--- src/rtl/deadtime_gen_if.sv ---
// rtl/deadtime_gen_if.sv - command/status bundle between PWM source and dead-time gate driver
interface deadtime_gen_if #(
  parameter int DT_WIDTH = 8
);
  // Command side, driven by the PWM/control logic
  logic                enable;
  logic                pwm_in;
  logic [DT_WIDTH-1:0] dead_time;
  logic                fault;
  logic                fault_clr;

  // Gate-drive side, driven by the dead-time generator
  logic                gate_hi;
  logic                gate_lo;
  logic                in_deadtime;
  logic                fault_latched;

  modport master (
    output enable, pwm_in, dead_time, fault, fault_clr,
    input  gate_hi, gate_lo, in_deadtime, fault_latched
  );

  modport slave (
    input  enable, pwm_in, dead_time, fault, fault_clr,
    output gate_hi, gate_lo, in_deadtime, fault_latched
  );
endinterface

--- src/rtl/deadtime_gen.sv ---
// rtl/deadtime_gen.sv - complementary half-bridge gate driver with dead time and fault latch
module deadtime_gen #(
  parameter int DT_WIDTH = 8
) (
  input  logic           clk,
  input  logic           rst,
  deadtime_gen_if.slave  bus
);

  typedef enum logic [2:0] {
    S_OFF     = 3'd0,
    S_DT_RISE = 3'd1,
    S_HI      = 3'd2,
    S_DT_FALL = 3'd3,
    S_LO      = 3'd4
  } state_e;

  state_e              state_q, state_d;
  logic [DT_WIDTH-1:0] cnt_q, cnt_d;
  logic                fault_latched_q, fault_latched_d;
  logic                gate_hi_q, gate_hi_d;
  logic                gate_lo_q, gate_lo_d;
  logic                in_dt_q, in_dt_d;

  // Loading a dead time of 0 behaves like 1: the "cnt <= 1" exit test
  // fires on the first edge after entry either way, so no clamp is needed.
  localparam logic [DT_WIDTH-1:0] CNT_ONE = DT_WIDTH'(1);

  // Next-state, counter, fault latch and decoded gate outputs
  always_comb begin
    state_d         = state_q;
    cnt_d           = cnt_q;
    fault_latched_d = fault_latched_q;

    // A simultaneous fault and clear leaves the latch set
    if (bus.fault) begin
      fault_latched_d = 1'b1;
    end else if (bus.fault_clr) begin
      fault_latched_d = 1'b0;
    end

    // The current (pre-clear) latch value holds the bridge off for the
    // clearing edge too, so re-entry always starts from OFF with a full gap.
    if (bus.fault || fault_latched_q || !bus.enable) begin
      state_d = S_OFF;
    end else begin
      case (state_q)
        S_OFF: begin
          state_d = bus.pwm_in ? S_DT_RISE : S_DT_FALL;
          cnt_d   = bus.dead_time;
        end
        S_HI: begin
          if (!bus.pwm_in) begin
            state_d = S_DT_FALL;
            cnt_d   = bus.dead_time;
          end
        end
        S_LO: begin
          if (bus.pwm_in) begin
            state_d = S_DT_RISE;
            cnt_d   = bus.dead_time;
          end
        end
        S_DT_RISE: begin
          // A command reversal mid-gap restarts the both-off interval
          if (!bus.pwm_in) begin
            state_d = S_DT_FALL;
            cnt_d   = bus.dead_time;
          end else if (cnt_q <= CNT_ONE) begin
            state_d = S_HI;
          end else begin
            cnt_d = cnt_q - CNT_ONE;
          end
        end
        S_DT_FALL: begin
          if (bus.pwm_in) begin
            state_d = S_DT_RISE;
            cnt_d   = bus.dead_time;
          end else if (cnt_q <= CNT_ONE) begin
            state_d = S_LO;
          end else begin
            cnt_d = cnt_q - CNT_ONE;
          end
        end
        default: begin
          state_d = S_OFF;
        end
      endcase
    end

    // Gates decode from a single state value, so they are mutually exclusive
    gate_hi_d = (state_d == S_HI);
    gate_lo_d = (state_d == S_LO);
    in_dt_d   = (state_d == S_DT_RISE) || (state_d == S_DT_FALL);
  end

  // State, counter, latch and registered outputs; reset drops gates at once
  always_ff @(posedge clk or posedge rst) begin
    if (rst) begin
      state_q         <= S_OFF;
      cnt_q           <= '0;
      fault_latched_q <= 1'b0;
      gate_hi_q       <= 1'b0;
      gate_lo_q       <= 1'b0;
      in_dt_q         <= 1'b0;
    end else begin
      state_q         <= state_d;
      cnt_q           <= cnt_d;
      fault_latched_q <= fault_latched_d;
      gate_hi_q       <= gate_hi_d;
      gate_lo_q       <= gate_lo_d;
      in_dt_q         <= in_dt_d;
    end
  end

  assign bus.gate_hi       = gate_hi_q;
  assign bus.gate_lo       = gate_lo_q;
  assign bus.in_deadtime   = in_dt_q;
  assign bus.fault_latched = fault_latched_q;

endmodule

--- src/flat_wrapper.sv ---
// flat-port wrapper written by rule: the top's interface ports become plain ports
module deadtime_gen_flat 
#(
  parameter int DT_WIDTH = 8
)
  (clk, rst, bus_enable, bus_pwm_in, bus_dead_time, bus_fault, bus_fault_clr, bus_gate_hi, bus_gate_lo, bus_in_deadtime, bus_fault_latched);
  deadtime_gen_if #(.DT_WIDTH(DT_WIDTH)) bus_i ();
  input  logic clk;
  input  logic rst;
  input wire logic [$bits(bus_i.enable)-1:0] bus_enable;
  input wire logic [$bits(bus_i.pwm_in)-1:0] bus_pwm_in;
  input wire logic [$bits(bus_i.dead_time)-1:0] bus_dead_time;
  input wire logic [$bits(bus_i.fault)-1:0] bus_fault;
  input wire logic [$bits(bus_i.fault_clr)-1:0] bus_fault_clr;
  output wire logic [$bits(bus_i.gate_hi)-1:0] bus_gate_hi;
  output wire logic [$bits(bus_i.gate_lo)-1:0] bus_gate_lo;
  output wire logic [$bits(bus_i.in_deadtime)-1:0] bus_in_deadtime;
  output wire logic [$bits(bus_i.fault_latched)-1:0] bus_fault_latched;
  assign bus_i.enable = bus_enable;
  assign bus_i.pwm_in = bus_pwm_in;
  assign bus_i.dead_time = bus_dead_time;
  assign bus_i.fault = bus_fault;
  assign bus_i.fault_clr = bus_fault_clr;
  assign bus_gate_hi = bus_i.gate_hi;
  assign bus_gate_lo = bus_i.gate_lo;
  assign bus_in_deadtime = bus_i.in_deadtime;
  assign bus_fault_latched = bus_i.fault_latched;
  deadtime_gen #(.DT_WIDTH(DT_WIDTH)) u_core (.clk(clk), .rst(rst), .bus(bus_i));
endmodule
--- config.mk ---
export PLATFORM = sky130hd
export DESIGN_NAME = deadtime_gen_flat
export DESIGN_NICKNAME = d
export VERILOG_FILES = /design/src/rtl/deadtime_gen_if.sv /design/src/rtl/deadtime_gen.sv /design/src/flat_wrapper.sv
export SDC_FILE = /design/constraint.sdc
export NUM_CORES = 1
export LEC_CHECK = 0
export CAP_MARGIN = 20
export CORE_MARGIN = 10
export CORE_UTILIZATION = 55
export DETAILED_ROUTE_END_ITERATION = 7
export PLACE_DENSITY = 0.89
export SETUP_SLACK_MARGIN = 0.02
export SLEW_MARGIN = 20
export SYNTH_ARGS = -nofsm -noshare
export SYNTH_HDL_FRONTEND = slang
export SYNTH_SLANG_ARGS = --single-unit
--- constraint.sdc ---
create_clock -name clk -period 3.5 [get_ports clk]
set_clock_uncertainty 0.05 [all_clocks]
set_input_delay 0.35 -clock clk [delete_from_list [all_inputs] [get_ports clk]]
set_output_delay 0.35 -clock clk [all_outputs]
set_load 0.02 [all_outputs]
## Yosys cells after proc, flatten, opt, wreduce, memory -nomap -nowiden

Cells that the tools add are included.

| storage, ports and cells | value |
|---|---|
| output and inout bits | 4 |
| flip-flop bits (word level) | 15 |
| logic and storage cells | 44 |
| bits of input ports | 14 |

| cells by class | value |
|---|---|
| add/sub/neg operators | 1 |
| mux-type cells | 17 |
| magnitude comparators | 1 |
| equality and inequality tests | 10 |
| reductions and logical operators | 8 |
| bitwise operators | 1 |

Operators by type and width:

| operator | count |
|---|---|
| $mux 8 | 5 |
| $pmux 8 s5 | 1 |
| $mux 3 | 7 |
| $pmux 3 s5 | 1 |
| $eq 3x2->1 const B | 4 |
| $le 8x1->1 const B | 1 |
| $sub 8x1->8 const B | 1 |
| $eq 3x1->1 const B | 2 |
| $eq 3x3->1 const B | 2 |
| $reduce_bool 5->1 | 1 |
| $ne 2x2->1 const B | 2 |
| $reduce_and 4->1 | 1 |
| $logic_not 3->1 | 1 |
| $logic_or 1x1->1 | 3 |
| $mux 1 | 2 |
| $mux 2 | 1 |
| $reduce_bool 2->1 | 1 |
| $logic_not 1->1 | 1 |
| $not 1->1 | 1 |

## Logic depth before layout (Yosys ltp)

| depth | value |
|---|---|
| depth after elaboration | 7 |
| mapped depth | 7 |
| mapped depth without buffers | 6 |

## Worst setup path after synthesis

OpenSTA, ideal clock, no wires.

| timing path | value |
|---|---|
| path type | register to register |
| start point | reg u_core.cnt_q[2] |
| end point | reg u_core.state_q[1] |
| arrival | 2.092 ns |
| stages on the path, launching flop included | 6 |
| buffers on the path | 1 |
| clock period less this slack | 2.267 ns |
| setup slack | 1.233 ns |
| data required time | 3.325 ns |
| setup time | 0.125 ns |
| cell sequence | dfrtp_1 -> or4_1 -> buf_2 -> nor4_4 -> mux2_2 -> a2111oi_0 |

| on the way | value |
|---|---|
| word-level cells in the longest chain between the ends | 5 |
| elaborated cells on any way between the ends | 7 |
| classes of those cells | order compare: 1; mux: 6 |

RTL lines:

| element | RTL line | RTL |
|---|---|---|
| start, declared | deadtime_gen.sv:19 | `logic [DT_WIDTH-1:0] cnt_q, cnt_d;` |
| start signal, assigned | deadtime_gen.sv:108 | `cnt_q <= cnt_d;` |
| $le 8x1->1 (*) | deadtime_gen.sv:69, deadtime_gen.sv:79 |  |
| $mux 3, on equally long branches | deadtime_gen.sv:79, deadtime_gen.sv:69 |  |
| $mux 3, on equally long branches | deadtime_gen.sv:76, deadtime_gen.sv:66 |  |
| $pmux 3 s5 (*) | deadtime_gen.sv:47 | `case (state_q)` |
| $mux 3 (*) | deadtime_gen.sv:44 | `if (bus.fault \|\| fault_latched_q \|\| !bus.enable) begin` |
| via u_core.state_d[1] | deadtime_gen.sv:18 | `state_e state_q, state_d;` |
| end signal, assigned | deadtime_gen.sv:107 | `state_q <= state_d;` |
| end, declared | deadtime_gen.sv:18 |  |

The timed path passes the listed nets; every way through them passes the cells marked *.
A chain may end at the register's enable or synchronous reset.

## Final worst setup path

Same ends and word-level chain as after synthesis.

==> summary.md <==
| Metric | Value |
|---|---|
| Startpoint types | flop |
| Critical path class | reg2reg |
| Pint | slightly above 300 uW |
| Count of unique library cells instantiated by Yosys | 37 |
| Clk slew on worst S/H paths | 0.10 ns |
| Mean Syn Cell Area | approximately 9.3 sq um |
| Fmax | between 0.3 and 0.4 GHz |
| Final hold vios | 0 |
| RSZ-0062 raised after global routing | false |
| Clk Latency, worst-skew pair | ~0.3 ns |
| Port bufs | 17 |
| GRT met3 Usage | 4.84% |
| Req. time, crit path | approximately 3.6 ns |
| Die area | between 3000 and 4000 sq um |
| Die Span Y | slightly above 60 um |
| Post-route DRC | 0 |
| Finished Core Util | about 70% |
| Clk pwr share | 22.9% |
| Number of setup violations in the final report | 0 |
| CTS tree | yes |
| Status | complete, no violations |
| Top delay family on crit path | simple AND/OR/NAND/NOR gates |
| Post-synthesis cell count | approximately 110 |
| Slowest cell on crit path | or4_1 |
| Syn-to-layout area delta | 21.3% |
| Met2 Track Usage GR | 20.3% |
| Multi-input gate area | around 540 sq um |
| ANT nets after route | 0 |
| Root buf cell | clkbuf_4 |
| First-pass GRT wire length | 4080 um |
| Share of layout cells above drive strength 1 | about an eighth |
| P_sw | 167 uW |
| Core Rows | 15 |
| # hold bufs at CTS | 0 |
| Initial antenna violation count | 0 |
| Leak | about 0.0005 uW |
| Number of CTS-inserted buffers | 3 |
| Placed Cells | 142 |
| Slew @ Worst Pin | approximately 0.57 ns |
| Number of iterations in the first detailed-routing pass | 4 |
| Final Cycle Share | 71.6% |
| Routed WL | ~2400 um |
| Part of the power in registers | a little under half |
| Worst Path Buf+Inv | 1 |
| Register Area | 375 sq um |
| Initial Utilization | between 50 and 60% |
| Slew Viols, Final | 0 |
| Post-synthesis cell area | approximately 990 sq um |
| Switching Share | between 30% and 40% |
| Critical Path End Type | flop |
| Largest net degree at the start of global routing | 16 |
| Synth warn | 0 |
| Minimum clock period | roughly 2.5 ns |
| Tot GR Track Use | about an eighth |
| Layout Nets | roughly 140 |
| FF+latch count, synth | 15 |
| Core area | 1710 sq um |
| Clk sinks | 15 |
| Max rail drop VDD | between 0.2 and 0.3 mV |
| Max_cap viols | 0 |
| Slew Limit Headroom | between 60% and 70% |
| HP Class | in2async |
| Post-DP HPWL | 1710 um |
| Logic pwr share | slightly below 30% |
| WL/cell | between 15 and 20 um |
| Post-cts resize count | 0 |
| Total Negative Setup Slacks | 0 ns |
| Routed vias/inst | 6.22 |
| Diodes inserted | 0 |
| Syn Nets | ~120 |
| Initial DRC count | 27 |
| Crit-path max cell delay | ~0.70 ns |
| R2r startpoint | u_core.cnt_q[2] |
| Crit-path max FO | 14 |
| Worst path cell trace | or4_1 > nor4_4 > buf_4 > mux2_2 > a2111oi_0 |
| Vias | 908 |
| Sequential area share after synthesis | between 30% and 40% |
| Worst r2r path cells | 5 |
| H-tree depth | 1 |
| Met1 GRT Util | around 14% |
| Number of global-route vias before repair | roughly 900 |
| Worst R2R End | u_core.state_q[1] |
| GRT Residual Overflow | 0 |
| Placer Congestion | 0.873 |
| Postcts setup bufs | 0 |
| CTS Buffer Depth | 2 |
| Pwr per Cell Area | 393 nW/um^2 |
| I/O pin total | 18 |
| CP arrival | approximately 2.6 ns |
| Fill cells | about 130 |
| Non-Filler Instances | 146 |
| GR peak layer | met2 |
| Reg2Reg Setup Slack | about 1 ns |
| DIE WIDTH | just over 60 um |
[power by group through the flow]
stage	Combinational (uW)	Clock (uW)	Sequential [uW]
after CTS	138	111	224
after floorplan	101	0	220
after global placement	130	0	226
after global routing	153	113	230
after detailed placement	137	0	227
final	138	108	226
[cell families after synthesis]
| group | share of synthesized area, % |
|---|---|
| AO/OA/AOI/OAI | 28.6 |
| AND/OR/NAND/NOR | 20.6 |
| buffers and inverters | 7.09 |
| flip-flops | 38.0 |
| multiplexers | 2.28 |
| adder cells (fa/ha/maj) | 2.53 |
| XOR/XNOR | 0.886 |
[per-layer routing]
layer / share of wire, % / up-vias
li1: - / 436
met1: 40 / 431
met2: 51 / 36
met3: 7.5 / 5
met4: 1.8 / 0
met5: 0 / -
[layout make-up]
cell class	instances	area share [%]
timing repair buffer	20	16.1
sequential	15	31.3
tap	25	2.61
multi-input combinational	75	45.3
clock inverter	1	0.626
clock buffer	3	1.88
inverter	7	2.19
[how the worst max path moves through the flow]
| stage | from | to | slack, ns | cells after the start |
|---|---|---|---|---|
| 2_1_floorplan | u_core.cnt_q[2] | u_core.state_q[1] | 1.23 | 5 |
| 3_3_place_gp | bus_pwm_in | u_core.cnt_q[1] | 1.07 | 5 |
| 3_5_place_dp | bus_pwm_in | u_core.cnt_q[5] | 1.01 | 6 |
| 4_1_cts | u_core.cnt_q[2] | u_core.state_q[1] | 1.02 | 5 |
| 5_1_grt | u_core.cnt_q[2] | u_core.state_q[1] | 0.73 | 5 |
| 6_report | u_core.cnt_q[2] | u_core.state_q[1] | 0.99 | 5 |
[placed cells by master (no fill, tap or decap), drive strengths merged, types with 2 or more instances in the layout]
cell           synthesis  routed
a22o                   7       7
o21ai                  6       6
or3                    3       3
nand2                  4       4
buf                    3       3
dfrtp                 15      15
o41ai                  3       3
nor2                   6       6
inv                    7       7
nor4                   3       3
or2                    2       2
nor3                   5       5
nand2b                 5       5
o31ai                  9       9
clkbuf                 6       3
ha                     2       2
mux2                   2       2
clkdlybuf4s50          0      17
[state kept, by name, summed over array words and instances, names as in the netlist]
register,cells
u_core.bus.gate_lo,1
u_core.bus.in_deadtime,1
u_core.bus.fault_latched,1
u_core.bus.gate_hi,1
u_core.cnt_q,8
u_core.state_q,3
[Yosys cell counts (all sizes together)]
library cell | count | area share [%]
mux2 | 2 | 2.3
o31a | 1 | 0.89
nor4 | 3 | 3.4
a32o | 1 | 1.0
nor2 | 6 | 2.3
o21ai | 6 | 3.0
ha | 2 | 2.5
and3 | 1 | 0.63
a2111oi | 1 | 0.89
nor3 | 5 | 2.5
o31ai | 9 | 6.8
o41ai | 3 | 2.7
nand3b | 1 | 0.76
or2 | 2 | 1.3
nand2 | 4 | 1.5
a32oi | 1 | 0.89
nor2b | 1 | 0.63
o2111ai | 1 | 0.89
a31oi | 1 | 0.63
or4 | 1 | 0.76
a22o | 7 | 6.2
a21o | 1 | 0.76
or3 | 3 | 1.9
buf | 3 | 2.2
or3b | 1 | 0.89
a21oi | 1 | 0.51
a221o | 1 | 1.0
and3b | 1 | 0.89
nand2b | 5 | 3.2
inv | 7 | 2.7
o221a | 1 | 1.1
xnor2 | 1 | 0.89
clkbuf | 6 | 2.3
dfrtp | 15 | 38
a211oi | 1 | 1.3
[through the flow]
step	instance area [sq um]	power [uW]	worst slack, ns	hold WS, ns
2_1_floorplan	988	321	1.23	0.201
5_1_grt	1200	496	0.729	0.379
4_1_cts	1200	472	1.02	0.359
3_3_place_gp	1170	356	1.07	0.438
6_report	1200	471	0.995	0.346
3_5_place_dp	1170	364	1.01	0.446
(Power assumes the default switching activity.)
==> RTL change (same flow settings) <==
Encoding of `state_e`: now one-hot (5 bits for 5 states).
--- a/src/rtl/deadtime_gen.sv
+++ b/src/rtl/deadtime_gen.sv
@@ -7,12 +7,12 @@
   deadtime_gen_if.slave  bus
 );
 
-  typedef enum logic [2:0] {
-    S_OFF     = 3'd0,
-    S_DT_RISE = 3'd1,
-    S_HI      = 3'd2,
-    S_DT_FALL = 3'd3,
-    S_LO      = 3'd4
+  typedef enum logic [4:0] {
+    S_OFF     = 5'b00001,
+    S_DT_RISE = 5'b00010,
+    S_HI      = 5'b00100,
+    S_DT_FALL = 5'b01000,
+    S_LO      = 5'b10000
   } state_e;
 
   state_e              state_q, state_d;
Behaviour: no difference found for any inputs over 10 cycles, from zero or initial values and one cycle with rst high; not proved beyond that.
==> RTL change against the original RTL <==
Count of clock-buffer cells in the layout increased by 1. Sequential cell count increased by 2. Area after synthesis increased by 15%. Routed wire length increased by 1.4%. Via count increased by 3.7%. Largest power group unchanged. Non-clock buffer count decreased by 2. Final area increased by 11%. Power increased by 1.3%. Die area increased by 9.9%. Largest cell class unchanged. Highest routed layer unchanged. Worst setup slack improved by 0.45 ns.
==> RTL change: results <==
export IMPL_outcome="completed"
export IMPL_place_gp_congestion=0.8731
export IMPL_place_ws_ns=1.158
export IMPL_synth_area_leaders="dfrtp_1, a21oi_1, nor2_1"
export IMPL_clock_latency_ns=0.29
export IMPL_ir_drop_v=0.0002663
export IMPL_port_buffers=17
export IMPL_p_leak_nw=0.5282
export IMPL_dp_hpwl_mm=1.851
export IMPL_num_nets_final=153
export IMPL_clock_path_buffers=2
export IMPL_finalWirelength_mm=2.394
export IMPL_power_switching_w=0.0001528
export IMPL_vias_per_cell=5.779
export IMPL_dpl_cell_area_mm2=0.001299
export IMPL_reg2reg_depth=5
export IMPL_hp_class="input pin to asynchronous set/reset pin"
export IMPL_slew_headroom_pct=57.50
export IMPL_grt_pass1_vias=907
export IMPL_timing_rr_end="u_core.cnt_q[0]"
export IMPL_postSynthAreaPerCell_um2=9.457
export IMPL_pg_comb_w=0.000120
export IMPL_drive_above_1_share_pct=12.50
export IMPL_cp_slowest_cell="dfstp_2"
export IMPL_pg_seq_w=0.000252
export IMPL_diodes=0
export IMPL_crit_fanout=7
export IMPL_dp_cells=159
export IMPL_cts_setup_buffers=0
export IMPL_endpoint="u_core.cnt_q[0]"
export IMPL_slowest_delay_ns=0.67
export IMPL_synthesis_nets=136
export IMPL_antenna_found_initial=0
export IMPL_track_usage_pct=11.42
export IMPL_cts_clk_slew_worst_paths_ns=0.09
export IMPL_grt_pass1_wl_mm=3.953
export IMPL_grt_max_degree=18
export IMPL_startpoint="u_core.state_q[0]"
export IMPL_regToRegSetupSlack_ns=1.44
export IMPL_cts_resized=0
export IMPL_cts_root_buf="clkbuf_4"
export IMPL_power_internal_w=0.0003245
export IMPL_synth_cell_types=43
export IMPL_critical_path_top_delay_family="compound AO/OA/AOI/OAI gates"
export IMPL_cts_max_level=1
export IMPL_netlist_top_cells_count="dfrtp_1, nor2_1, a21oi_1, inv_1"
export IMPL_drt_iter0_markers=38
export IMPL_vias=942
export IMPL_yosys_warnings=0
export IMPL_yosysSeqAreaShare_pct=37.60
export IMPL_first_pass_iters=4
export IMPL_largest_registers="u_core.cnt_q x8, u_core.state_q x5"
export IMPL_fmax_mhz=485.5
export IMPL_ys_async_sr_fraction_pct=100.0
## RTL change: cell types whose count changed in the layout (fill, tap and decap cells not counted), moves of 4 or more
cell	unedited run	this run
o31ai_1	9	0
nand2_1	4	8
a21oi_1	1	9
nor2_1	6	11
o21ai_1	0	5
a22o_1	7	3
nand2b_1	5	0
## RTL change: worst min path at each step
| stage | end | start | slack [ns] | cells after the start |
|---|---|---|---|---|
| 2_1_floorplan | u_core.bus.fault_latched | rst | 0.23 | 1 |
| 3_3_place_gp | u_core.bus.fault_latched | u_core.bus.fault_latched | 0.43 | 1 |
| 3_5_place_dp | u_core.bus.fault_latched | u_core.bus.fault_latched | 0.47 | 1 |
| 4_1_cts | u_core.cnt_q[7] | rst | 0.42 | 2 |
| 5_1_grt | u_core.cnt_q[3] | rst | 0.46 | 2 |
| 6_report | u_core.cnt_q[3] | rst | 0.38 | 2 |
## RTL change: cell type report
type / count / area (µm²)
timing repair buffer: 18 / 177.7
inverter: 9 / 33.78
clock buffer: 4 / 26.28
multi-input combinational: 88 / 626.9
tap: 27 / 33.78
sequential: 17 / 426.7
fill: 171 / 636.9
## RTL change: kinds of logic after synthesis
logic type | synth area share (%)
xor+xnor | 1.544
compound gates | 28.00
simple gates | 22.60
fa+ha+maj | 2.205
flops | 37.60
buf+inv | 7.166
mux | 0.8821
## RTL change: metal layers
layer / vias up / GRT usage [%] / part of all wire, %
li1: 470 / - / -
met1: 449 / 12.29 / 43
met2: 19 / 21.10 / 53
met3: 4 / 2.542 / 2.3
met4: 0 / 4.278 / 1.0
met5: - / 0 / 0
## RTL change: worst register-to-register path, cell delays in order (launching register included)
cell	delay (ns)
dfstp_2	0.67
xor2_1	0.25
o211ai_2	0.16
a211oi_2	0.45
o21ai_2	0.14
a22o_1	0.25
